[src/rtl/rtc_clock.sv]
// Seconds timekeeper: keeps unix time from host loads or Mac writes and advances it
// once every CLK_HZ cycles. It also drives the RTC timestamp input and the VIA CA2 1 Hz wave.
module rtc_clock #(
    parameter longint unsigned CLK_HZ    = 32000000,
    parameter logic [31:0]     EPOCH_OFS = 32'h7C25B080
) (
    input  logic        clk,
    input  logic        _reset,
    input  logic [32:0] timestamp,
    input  logic        wr,
    input  logic [31:0] wr_secs,
    output logic [32:0] ts_o,
    output logic [31:0] secs,
    output logic        valid,
    output logic        one_sec,
    output logic        onesec_sq
);

    localparam logic [31:0] TERM = 32'(CLK_HZ - 1);
    localparam logic [31:0] HALF = 32'(CLK_HZ / 2);

    logic [31:0] presc_q, presc_d;
    logic [31:0] unix_q, unix_d;
    logic        tog_q, tog_d;
    logic        valid_q, valid_d;
    logic        one_sec_q, one_sec_d;
    logic        sq_q, sq_d;
    logic        host_load;

    assign host_load = timestamp[32] != tog_q;

    always_comb begin
        presc_d   = presc_q + 32'd1;
        unix_d    = unix_q;
        tog_d     = tog_q;
        valid_d   = valid_q;
        one_sec_d = 1'b0;
        if (host_load) begin
            unix_d  = timestamp[31:0];
            tog_d   = timestamp[32];
            presc_d = '0;
            valid_d = 1'b1;
        end else if (wr) begin
            unix_d  = wr_secs - EPOCH_OFS;
            presc_d = '0;
            valid_d = 1'b1;
        end else if (presc_q == TERM) begin
            presc_d   = '0;
            unix_d    = unix_q + 32'd1;
            one_sec_d = 1'b1;
        end
        // Derived from the next prescaler value so loads realign the wave too.
        sq_d = presc_d < HALF;
    end

    always_ff @(posedge clk or negedge _reset) begin
        if (!_reset) begin
            presc_q   <= '0;
            unix_q    <= '0;
            tog_q     <= 1'b0;
            valid_q   <= 1'b0;
            one_sec_q <= 1'b0;
            sq_q      <= 1'b1;
        end else begin
            presc_q   <= presc_d;
            unix_q    <= unix_d;
            tog_q     <= tog_d;
            valid_q   <= valid_d;
            one_sec_q <= one_sec_d;
            sq_q      <= sq_d;
        end
    end

    assign ts_o      = {valid_q, unix_q};
    assign secs      = unix_q + EPOCH_OFS;
    assign valid     = valid_q;
    assign one_sec   = one_sec_q;
    assign onesec_sq = sq_q;

endmodule

[config.mk]
export PLATFORM = sky130hd
export DESIGN_NAME = rtc_clock
export DESIGN_NICKNAME = d
export VERILOG_FILES = /design/src/rtl/rtc_clock.sv
export SDC_FILE = /design/constraint.sdc
export NUM_CORES = 1
export LEC_CHECK = 0
export CORE_MARGIN = 3
export CORE_UTILIZATION = 51
export DETAILED_ROUTE_END_ITERATION = 8
export GPL_TIMING_DRIVEN = 1
export PLACE_DENSITY = 0.91
export SETUP_SLACK_MARGIN = 0.02
export SLEW_MARGIN = 0
export SYNTH_ARGS = -nofsm -noshare
export SYNTH_HDL_FRONTEND = slang
export SYNTH_SLANG_ARGS = --single-unit
[constraint.sdc]
create_clock -name clk -period 2.81 [get_ports clk]
set_input_delay 0.281 -clock clk [delete_from_list [all_inputs] [get_ports clk]]
set_output_delay 0.281 -clock clk [all_outputs]
set_load 0.005 [all_outputs]
==> results of run 1 <==
## timing repair
item | 4_1_cts | 5_1_grt
cloned | 0 | 0
buffers inserted | 2 | 2
pin swaps | 5 | 2
hold endpoints to repair | 16 | 0
resized for setup | 21 | 11
hold buffers | 1 | 0
endpoints found under the setup margin | 12 | 6
## cells by family after synthesis
| group | Yosys count | synth area share |
|---|---|---|
| simple gates | 290 | 0.284 |
| compound gates | 140 | 0.158 |
| xor+xnor | 101 | 0.163 |
| flops | 68 | 0.315 |
| buf+inv | 61 | 0.0538 |
| mux | 9 | 0.0166 |
| fa+ha+maj | 4 | 0.00924 |
## critical path, delay by kind of cell (launching register included)
kind                   cells  cell delay (ps)
flip-flops                 1              400
XOR/XNOR                   1              140
buffers and inverters      3              550
AO/OA/AOI/OAI              4              840
AND/OR/NAND/NOR            2              100
## sequential cells by signal, indices dropped and copies added (netlist names)
| register | flops |
|---|---|
| valid | 1 |
| presc_q | 32 |
| one_sec | 1 |
| unix_q | 32 |
| tog_q | 1 |
| onesec_sq | 1 |
## path summary, 6_finish.rpt
kind,start,end,slack [ps]
worst min-delay path,_reset,unix_q[3]$_DFFE_PN0P_,390
min in group clk,timestamp[0],unix_q[0]$_DFFE_PN0P_,470
worst max register to register,presc_q[0]$_DFF_PN0_,unix_q[22]$_DFFE_PN0P_,160
max in group asynchronous,_reset,onesec_sq$_DFF_PN1_,1620
worst min register to register,presc_q[0]$_DFF_PN0_,presc_q[0]$_DFF_PN0_,500
worst max-delay path,unix_q[9]$_DFFE_PN0P_,secs[24],110
## per-layer routing
layer / track usage / up-vias / routed length, um
li1: - / 2635 / -
met1: 0.379 / 2729 / 7090
met2: 0.496 / 326 / 8750
met3: 0.0740 / 58 / 1480
met4: 0.106 / 0 / 511
met5: 0 / - / 0
## through the flow
step | util | hold slack [ps]
after global routing | 0.728 | 405
after detailed placement | 0.698 | 246
after floorplan | - | -14.6
after CTS | 0.723 | 387
final | 0.728 | 387
after global placement | 0.698 | 240
## cell type report
class                           count  share of cell area
Multi-Input combinational cell    544               0.480
Clock buffer                       11              0.0207
Tap cell                          133              0.0228
Sequential cell                    68               0.233
Clock inverter                      5             0.00496
Timing Repair Buffer              176               0.233
Inverter                           12             0.00616
## cell usage after synthesis, types with 3 or more instances
cell type  instances  area (um2)
ha_1               4        50.1
nor3_1            10        50.1
nand2b_1           4        25.0
a31oi_1           11        68.8
or2_2              5        31.3
and2_1             4        25.0
o211ai_1           6        45.0
nand3b_1           3        22.5
o21ai_0           38         190
nor2b_1            4        25.0
a21oi_1           47         235
buf_2             14        70.1
xor2_1            44         385
nand3_1           32         160
inv_1             12        45.0
nand3_2            3        30.0
nor2_1            78         293
or3_1              7        43.8
a211oi_1           6        45.0
a22oi_1            3        22.5
dfrtp_1           67        1680
nor3b_1            4        30.0
a211o_1            3        26.3
nor4_4             3        63.8
mux2i_1            9        90.1
buf_4              8        60.1
nor4_2             3        37.5
o31ai_1            3        22.5
and4_1             6        52.6
nor4_1             7        43.8
nand2_1           75         282
clkbuf_1          24        90.1
nand4_1           19         119
and3_1            13        81.3
xnor2_1           57         499
## power by group through the flow
stage / combinational [mW] / sequential [mW] / clock, mW
3_3_place_gp: 1.39 / 1.21 / 0
4_1_cts: 1.44 / 1.21 / 0.784
3_5_place_dp: 1.42 / 1.21 / 0
2_1_floorplan: 0.628 / 1.19 / 0
5_1_grt: 1.58 / 1.23 / 0.827
6_report: 1.48 / 1.21 / 0.781
==> results.ini, run 1 <==
[floorplanning]
dieArea_um2 = 11900
core_region_area_um2 = 10000
initial_core_util = 0.539
dieHeight_um = 109
die_x_um = 109
pin_count = 136
rows = 36

[placement]
dp_hpwl_um = 13000
gp_congestion = 0.900
numPortBuffers = 135
postPlaceCellArea_um2 = 7010
place_ws_ps = -28.2
dpl.cell_count = 928

[yosys]
postSynthCellCount = 673
syn_area_um2 = 5410
synth-edff-count = 0
synth.avg_cell_area_um2 = 8.04
yosysSeqAreaShare = 0.315
synth_warnings = 0
synth_cell_types = 62
synth_seq_cells = 68
synthFlopType = dfrtp_1
synth.net_count = 745
async_reset_ff_frac = 1.00

[cts]
cts_tree = yes
clock_latency_ps = 370
cts.clk_slew.worst_paths_ps = 80
cts-htree-levels = 3
cts_buffers = 9
cts.sinks = 68
cts-root-buf = clkbuf_8
cts_buffer_depth = 2

[run]
maxCapViolCount = 0

[power_and_ir_drop]
p_total_mw = 3.47
ir_worst_vdd_mv = 0.330
power_frac_clock = 0.225
p_per_area_nw_per_um2 = 475
p_comb_frac = 0.426
switching_power_mw = 1.24
switching_share = 0.358
power.internal_mw = 2.23
leakagePower_nw = 2.98
seqPwrFrac = 0.350

[worst_setup_path]
worstPathCellList = buf_4, nand3_4, o21ai_2, a211o_1, a21o_1, a31oi_4, buf_6, nor2_2, xor2_1, dlygate4sd2_1
worstSetupPathType = flop to output port
slowest_delay_ps = 400
rr_worst_depth = 9
worstPathMaxFanout = 6
start_kind = flop
cp.arrival_ps = 2420
cpMaxStageDelayCell = dfrtp_1
crit_required_ps = 2530
end_kind = output port

[final_layout]
final_area_um2 = 7310
fin_cells = 949
final-seq-area_um2 = 1700
syn_to_final_growth_pct = 35.1
drive_gt1_frac = 0.115
nNetsFinal = 883
antenna_cells = 0
multi_input_area_um2 = 3510
layout_commonest_cell = clkdlybuf4s50_1
final_cell_mix = 122 x clkdlybuf4s50_1, 75 x nor2_1, 74 x nand2_1
num-fill-cells = 754

[global_routing]
grt_pass1_vias = 5705
grt_max_degree = 46
grt_usage = 0.299
grt_pass1_wl_um = 28000
grt_antenna_before_repair = 0
grt_overflow_total = 0

[drt]
routed_wl_um = 17800
avgViaCountPerCell = 6.06
drt_iter0_markers = 421
wl_per_cell_um = 18.8
first_pass_iters = 5
num_vias = 5748
drc = 0
ant_nets = 0

[hold_path]
hold_path_class = input port to async pin

[sta]
finalSetupTns_ps = 0
hold_viol = 0
setup_viol = 0
finalCriticalPeriod_ps = 2700
finalMaxSlewViolations = 0
slew_headroom = 0.619
finClkSkew_ps = 12.0
rsz0062_at_grt = no
finalCritPeriodShare = 0.961
max_freq_mhz = 370
worst_pin_slew_ps = 569
fin_ws_ps = 110

[outcome]
status = complete, no violations

No activity file was read; power rests on OpenSTA's default activity.
==> inputs of run 2 (changes only) <==
--- a/config.mk
+++ b/config.mk
@@ -5,7 +5,7 @@
 export SDC_FILE = /design/constraint.sdc
 export NUM_CORES = 1
 export LEC_CHECK = 0
-export CORE_MARGIN = 3
+export CORE_MARGIN = 4
 export CORE_UTILIZATION = 51
 export DETAILED_ROUTE_END_ITERATION = 8
 export GPL_TIMING_DRIVEN = 1
==> run 2 against run 1 <==
Clock-buffer cell count fell by 1. Critical endpoint is now secs[17]. Flip-flop and latch count did not move. Non-clock buffer count rose by 2. Combinational power barely moved. Final cell count rose by 0.53%.
==> results.ini, run 2 (synthesis results as in run 1) <==
[outcome]
status = complete, no violations

[final_layout]
fin_cells = 954
final_cell_mix = 120 x clkdlybuf4s50_1, 76 x nor2_1, 73 x nand2_1
layout_commonest_cell = clkdlybuf4s50_1
nNetsFinal = 885
num-fill-cells = 744
reg_top3 = presc_q (32), unix_q (32)
antenna_cells = 0
syn_to_final_growth_pct = 36.9
final-seq-area_um2 = 1700
multi_input_area_um2 = 3540
post-route-util = 0.718
drive_gt1_frac = 0.127

[sta]
finalCritPeriodShare = 0.980
finClkSkew_ps = 14.2
slew_headroom = 0.400
setup_viol = 0
hold_viol = 0
rsz0062_at_grt = yes
max_freq_mhz = 363
finalSetupTns_ps = 0
finalMaxSlewViolations = 0
worst_pin_slew_ps = 900
finalCriticalPeriod_ps = 2760

[placement]
gp_congestion = 0.963
dpl.cell_count = 928
dp_hpwl_um = 12900
numPortBuffers = 135

[worst_setup_path]
start_kind = flop
worstSetupPathType = flop to output port
crit_required_ps = 2530
crit_path_start = unix_q[7]$_DFFE_PN0P_
end_kind = output port
worstPathMaxFanout = 2
cp.arrival_ps = 2470
r2r_start = presc_q[0]$_DFF_PN0_

[cts]
cts-htree-levels = 3
cts.sinks = 68
cts-root-buf = clkbuf_8
cts_buffers = 9
clock_latency_ps = 360
cts.clk_slew.worst_paths_ps = 80
cts_tree = yes
cts_buffer_depth = 2
cts_hold_buf = 0

[drt]
drc = 0
routed_wl_um = 18100
avgViaCountPerCell = 6.13
drt_iter0_markers = 562
first_pass_iters = 5
ant_nets = 0
wl_per_cell_um = 19.0
num_vias = 5844

[power_and_ir_drop]
p_total_mw = 3.79
ir_worst_vdd_mv = 0.369
p_per_area_nw_per_um2 = 511
leakagePower_nw = 3.03

[floorplanning]
rows = 37
dieHeight_um = 111
initial_core_util = 0.524
die_x_um = 111
dieArea_um2 = 12300
pin_count = 136
core_region_area_um2 = 10300

[hold_path]
hold_path_class = input port to async pin

[global_routing]
grt_max_degree = 69
grt_antenna_before_repair = 0
grt_usage = 0.284
grt_overflow_total = 0
grt_pass1_vias = 5831
grt_pass1_wl_um = 28900

[run]
maxCapViolCount = 0

==> run 2: area by class of cell <==
class / instances / area share
clock buffer: 10 / 0.0172
multi-input combinational: 544 / 0.478
clock inverter: 6 / 0.0186
inverter: 12 / 0.00608
timing repair buffer: 178 / 0.227
tap: 136 / 0.0230
sequential: 68 / 0.230
==> run 2: where the power goes <==
part | leakage, nW | switching [mW] | total (mW) | internal [mW]
registers | 0.869 | 0.181 | 1.24 | 1.06
clock network | 0.131 | 0.402 | 1.08 | 0.683
logic | 2.03 | 0.663 | 1.46 | 0.800
==> run 2: metal layers <==
| layer | global-route usage | up-vias | share of wire |
|---|---|---|---|
| met5 | 0 | - | 0 |
| met4 | 0.122 | 0 | 0.039 |
| met3 | 0.0617 | 75 | 0.089 |
| met2 | 0.477 | 341 | 0.49 |
| met1 | 0.351 | 2788 | 0.38 |
| li1 | - | 2640 | - |
==> run 2: repair_timing <==
item / in CTS / in global routing
buffers inserted: 6 / 4
setup endpoints to repair: 13 / 14
pin swaps: 9 / 7
resized for setup: 31 / 26
==> run 2: path summary, 6_finish.rpt <==
check	to	depth (start not counted)	slack, ps
max in group asynchronous	unix_q[7]$_DFFE_PN0P_	2	2060
worst max-delay path	secs[17]	8	50
min in group clk	unix_q[0]$_DFFE_PN0P_	3	490
worst min register to register	presc_q[0]$_DFF_PN0_	1	500
worst min-delay path	unix_q[2]$_DFFE_PN0P_	2	120
worst max register to register	unix_q[28]$_DFFE_PN0P_	8	180
==> run 2: per-stage QoR <==
step | area [um2] | setup WS, ps | hold WS, ps
final | 7410 | 54.9 | 122
after detailed placement | 6990 | -80.6 | 480
after global placement | 6990 | 63.9 | 466
after floorplan | 5410 | 525 | -14.6
after global routing | 7410 | -52.5 | 221
after CTS | 7350 | 20.5 | 153
==> run 2: worst max-delay path, cell delays in order, from the launching register on <==
cell and delay (ps):
dfrtp_2 450, buf_6 130, ha_4 150, and4_4 160
o31ai_4 230, buf_4 190, nand2_1 100, xor2_1 180
clkdlybuf4s50_1 530
==> inputs of run 3 (changes only) <==
--- a/config.mk
+++ b/config.mk
@@ -9,7 +9,8 @@
 export CORE_UTILIZATION = 51
 export DETAILED_ROUTE_END_ITERATION = 8
 export GPL_TIMING_DRIVEN = 1
-export PLACE_DENSITY = 0.91
+export PLACE_DENSITY = 0.9
+export REMOVE_ABC_BUFFERS = 1
 export SETUP_SLACK_MARGIN = 0.02
 export SLEW_MARGIN = 0
 export SYNTH_ARGS = -nofsm -noshare
==> run 3 against run 2 <==
The run now ends with setup timing left. Hold slack improved by 350 ps. Via count fell by 0.12%. Core utilization fell by 0.46 points. First-iteration DRC count fell by 8.4%. Combinational power barely moved. Flip-flop and latch count did not move. Final cell count rose by 0.42%. Sequential share of layout area rose by 0.15 points. Worst setup slack got worse by 58 ps. Cell area fell by 0.64%. Critical path depth rose by 2. Critical path type unchanged.
==> results.ini, run 3 (synthesis results as in run 1) <==
[outcome]
status = finished with violations
violations = setup timing

[drt]
num_vias = 5837
drc = 0
avgViaCountPerCell = 6.09
first_pass_iters = 6
wl_per_cell_um = 18.1
drt_iter0_markers = 515
routed_wl_um = 17300
ant_nets = 0

[final_layout]
final_cell_mix = 121 x clkdlybuf4s50_1, 76 x nor2_1, 73 x nand2_1
nNetsFinal = 890
antenna_cells = 0
final_area_um2 = 7360
layout_commonest_cell = clkdlybuf4s50_1
reg_top3 = presc_q (32), unix_q (32)
syn_to_final_growth_pct = 36.0
drive_gt1_frac = 0.125

[cts]
cts-root-buf = clkbuf_8
cts.sinks = 68
cts_buffers = 9
cts_buffer_depth = 2
cts_tree = yes
cts-htree-levels = 3
clock_latency_ps = 360
cts.clk_slew.worst_paths_ps = 80

[worst_setup_path]
worstSetupPathType = flop to output port
slowest_delay_ps = 400
crit_family = compound AO/OA/AOI/OAI gates
r2r_start = presc_q[0]$_DFF_PN0_
start_kind = flop
cpMaxStageDelayCell = dfrtp_1
regToRegSetupSlack_ps = 410
worstPathMaxFanout = 2
worstPathCellList = ha_2, and4_4, o31ai_4, a21boi_2, buf_4, o21ai_4, nand2_2, nor3_4, xnor2_1, buf_2
cp_num_buf_inv = 2
cp.arrival_ps = 2530
rr_worst_depth = 7
reg2reg_to = unix_q[15]$_DFFE_PN0P_
end_kind = output port
crit_required_ps = 2530

[hold_path]
hold_path_class = input port to flop
holdPathEnd = unix_q[10]$_DFFE_PN0P_
holdPathStages = 3
min_from = timestamp[10]

[power_and_ir_drop]
ir_worst_vdd_mv = 0.340
p_per_area_nw_per_um2 = 476
leakagePower_nw = 3.02
p_total_mw = 3.50

[floorplanning]
pin_count = 136
dieArea_um2 = 12300
die_x_um = 111
initial_core_util = 0.524
core_region_area_um2 = 10300
dieHeight_um = 111
rows = 37

[sta]
max_freq_mhz = 355
setup_viol = 1
finClkSkew_ps = 12.3
hold_viol = 0
slew_headroom = 0.288
worst_pin_slew_ps = 1070
finalMaxSlewViolations = 0
fin_ws_ps = -3.53
finalCriticalPeriod_ps = 2810
rsz0062_at_grt = yes
whs_ps = 475
finalCritPeriodShare = 1.00

[global_routing]
grt_pass1_vias = 5709
grt_overflow_total = 0
grt_usage = 0.271
grt_max_degree = 43
grt_pass1_wl_um = 27800
grt_antenna_before_repair = 0

[run]
maxCapViolCount = 0

[placement]
dp_hpwl_um = 12600
postPlaceCellArea_um2 = 7010
gp_congestion = 0.969
numPortBuffers = 135

run 3: changes by cell type in the layout (fill, tap and decap cells not counted), sizes merged:
cell	before	now
buf	46	49
bufinv	4	1
dlymetal6s2s	2	5
clkbuf	15	13
clkinvlp	0	2
clkdlybuf4s15	0	1
clkdlybuf4s50	120	121
clkinv	2	1
dlygate4sd2	5	4
dlygate4sd3	0	1
run 3: worst max path at each step:
stage / start / end / slack [ps] / cells past startpoint
3_3_place_gp: unix_q[7]$_DFFE_PN0P_ / secs[31] / 40 / 9
3_5_place_dp: wr_secs[8] / unix_q[27]$_DFFE_PN0P_ / -40 / 10
4_1_cts: unix_q[7]$_DFFE_PN0P_ / secs[31] / -140 / 9
6_report: unix_q[7]$_DFFE_PN0P_ / secs[31] / -4 / 10
2_1_floorplan: tog_q$_DFFE_PN0P_ / unix_q[12]$_DFFE_PN0P_ / -200 / 4
5_1_grt: unix_q[7]$_DFFE_PN0P_ / secs[31] / -90 / 10
run 3: timing repair:
action	in CTS	in global routing
hold buffers	1	0
pin swaps	5	6
gates resized for setup	19	23
endpoints found under the hold margin	28	0
setup endpoints to repair	12	9
buffers inserted	5	5
run 3: power breakdown:
part / internal [mW] / switching, mW
Combinational: 0.806 / 0.656
Clock: 0.428 / 0.382
Sequential: 1.06 / 0.166
Total: 2.30 / 1.21
run 3: final cells by class:
| cell class | instances | area (um2) |
|---|---|---|
| multi-input cells | 544 | 3520 |
| fillers | 759 | 2960 |
| clock inverters | 4 | 50.0 |
| clock buffers | 11 | 141 |
| well taps | 136 | 170 |
| repair buffers | 183 | 1730 |
| flip-flops and latches | 68 | 1700 |
| inverters | 12 | 45.0 |
run 3: per-layer routing:
metal | GRT usage | vias to the layer above | share of wire
li1 | - | 2653 | -
met1 | 0.337 | 2761 | 0.39
met2 | 0.447 | 348 | 0.48
met3 | 0.0590 | 75 | 0.085
met4 | 0.130 | 0 | 0.046
met5 | 0 | - | 0
run 3: through the flow:
stage | utilization | worst slack, ps | TNS [ps] | instances
after floorplan | - | -202 | -4090 | 624
after global placement | 0.679 | 43.5 | 0 | 932
after detailed placement | 0.679 | -42.7 | -63.1 | 932
after CTS | 0.705 | -144 | -144 | 953
after global routing | 0.713 | -85.2 | -195 | 958
final | 0.713 | -3.53 | -3.53 | 958
run 3: worst register-to-register path, cell delays in order, from the launching register on:
cell and delay [ps]:
dfrtp_1 400, ha_1 240, nand3_1 120, or3_4 180, nor3_4 80, nor2_2 820
buf_4 330, o21ai_0 100
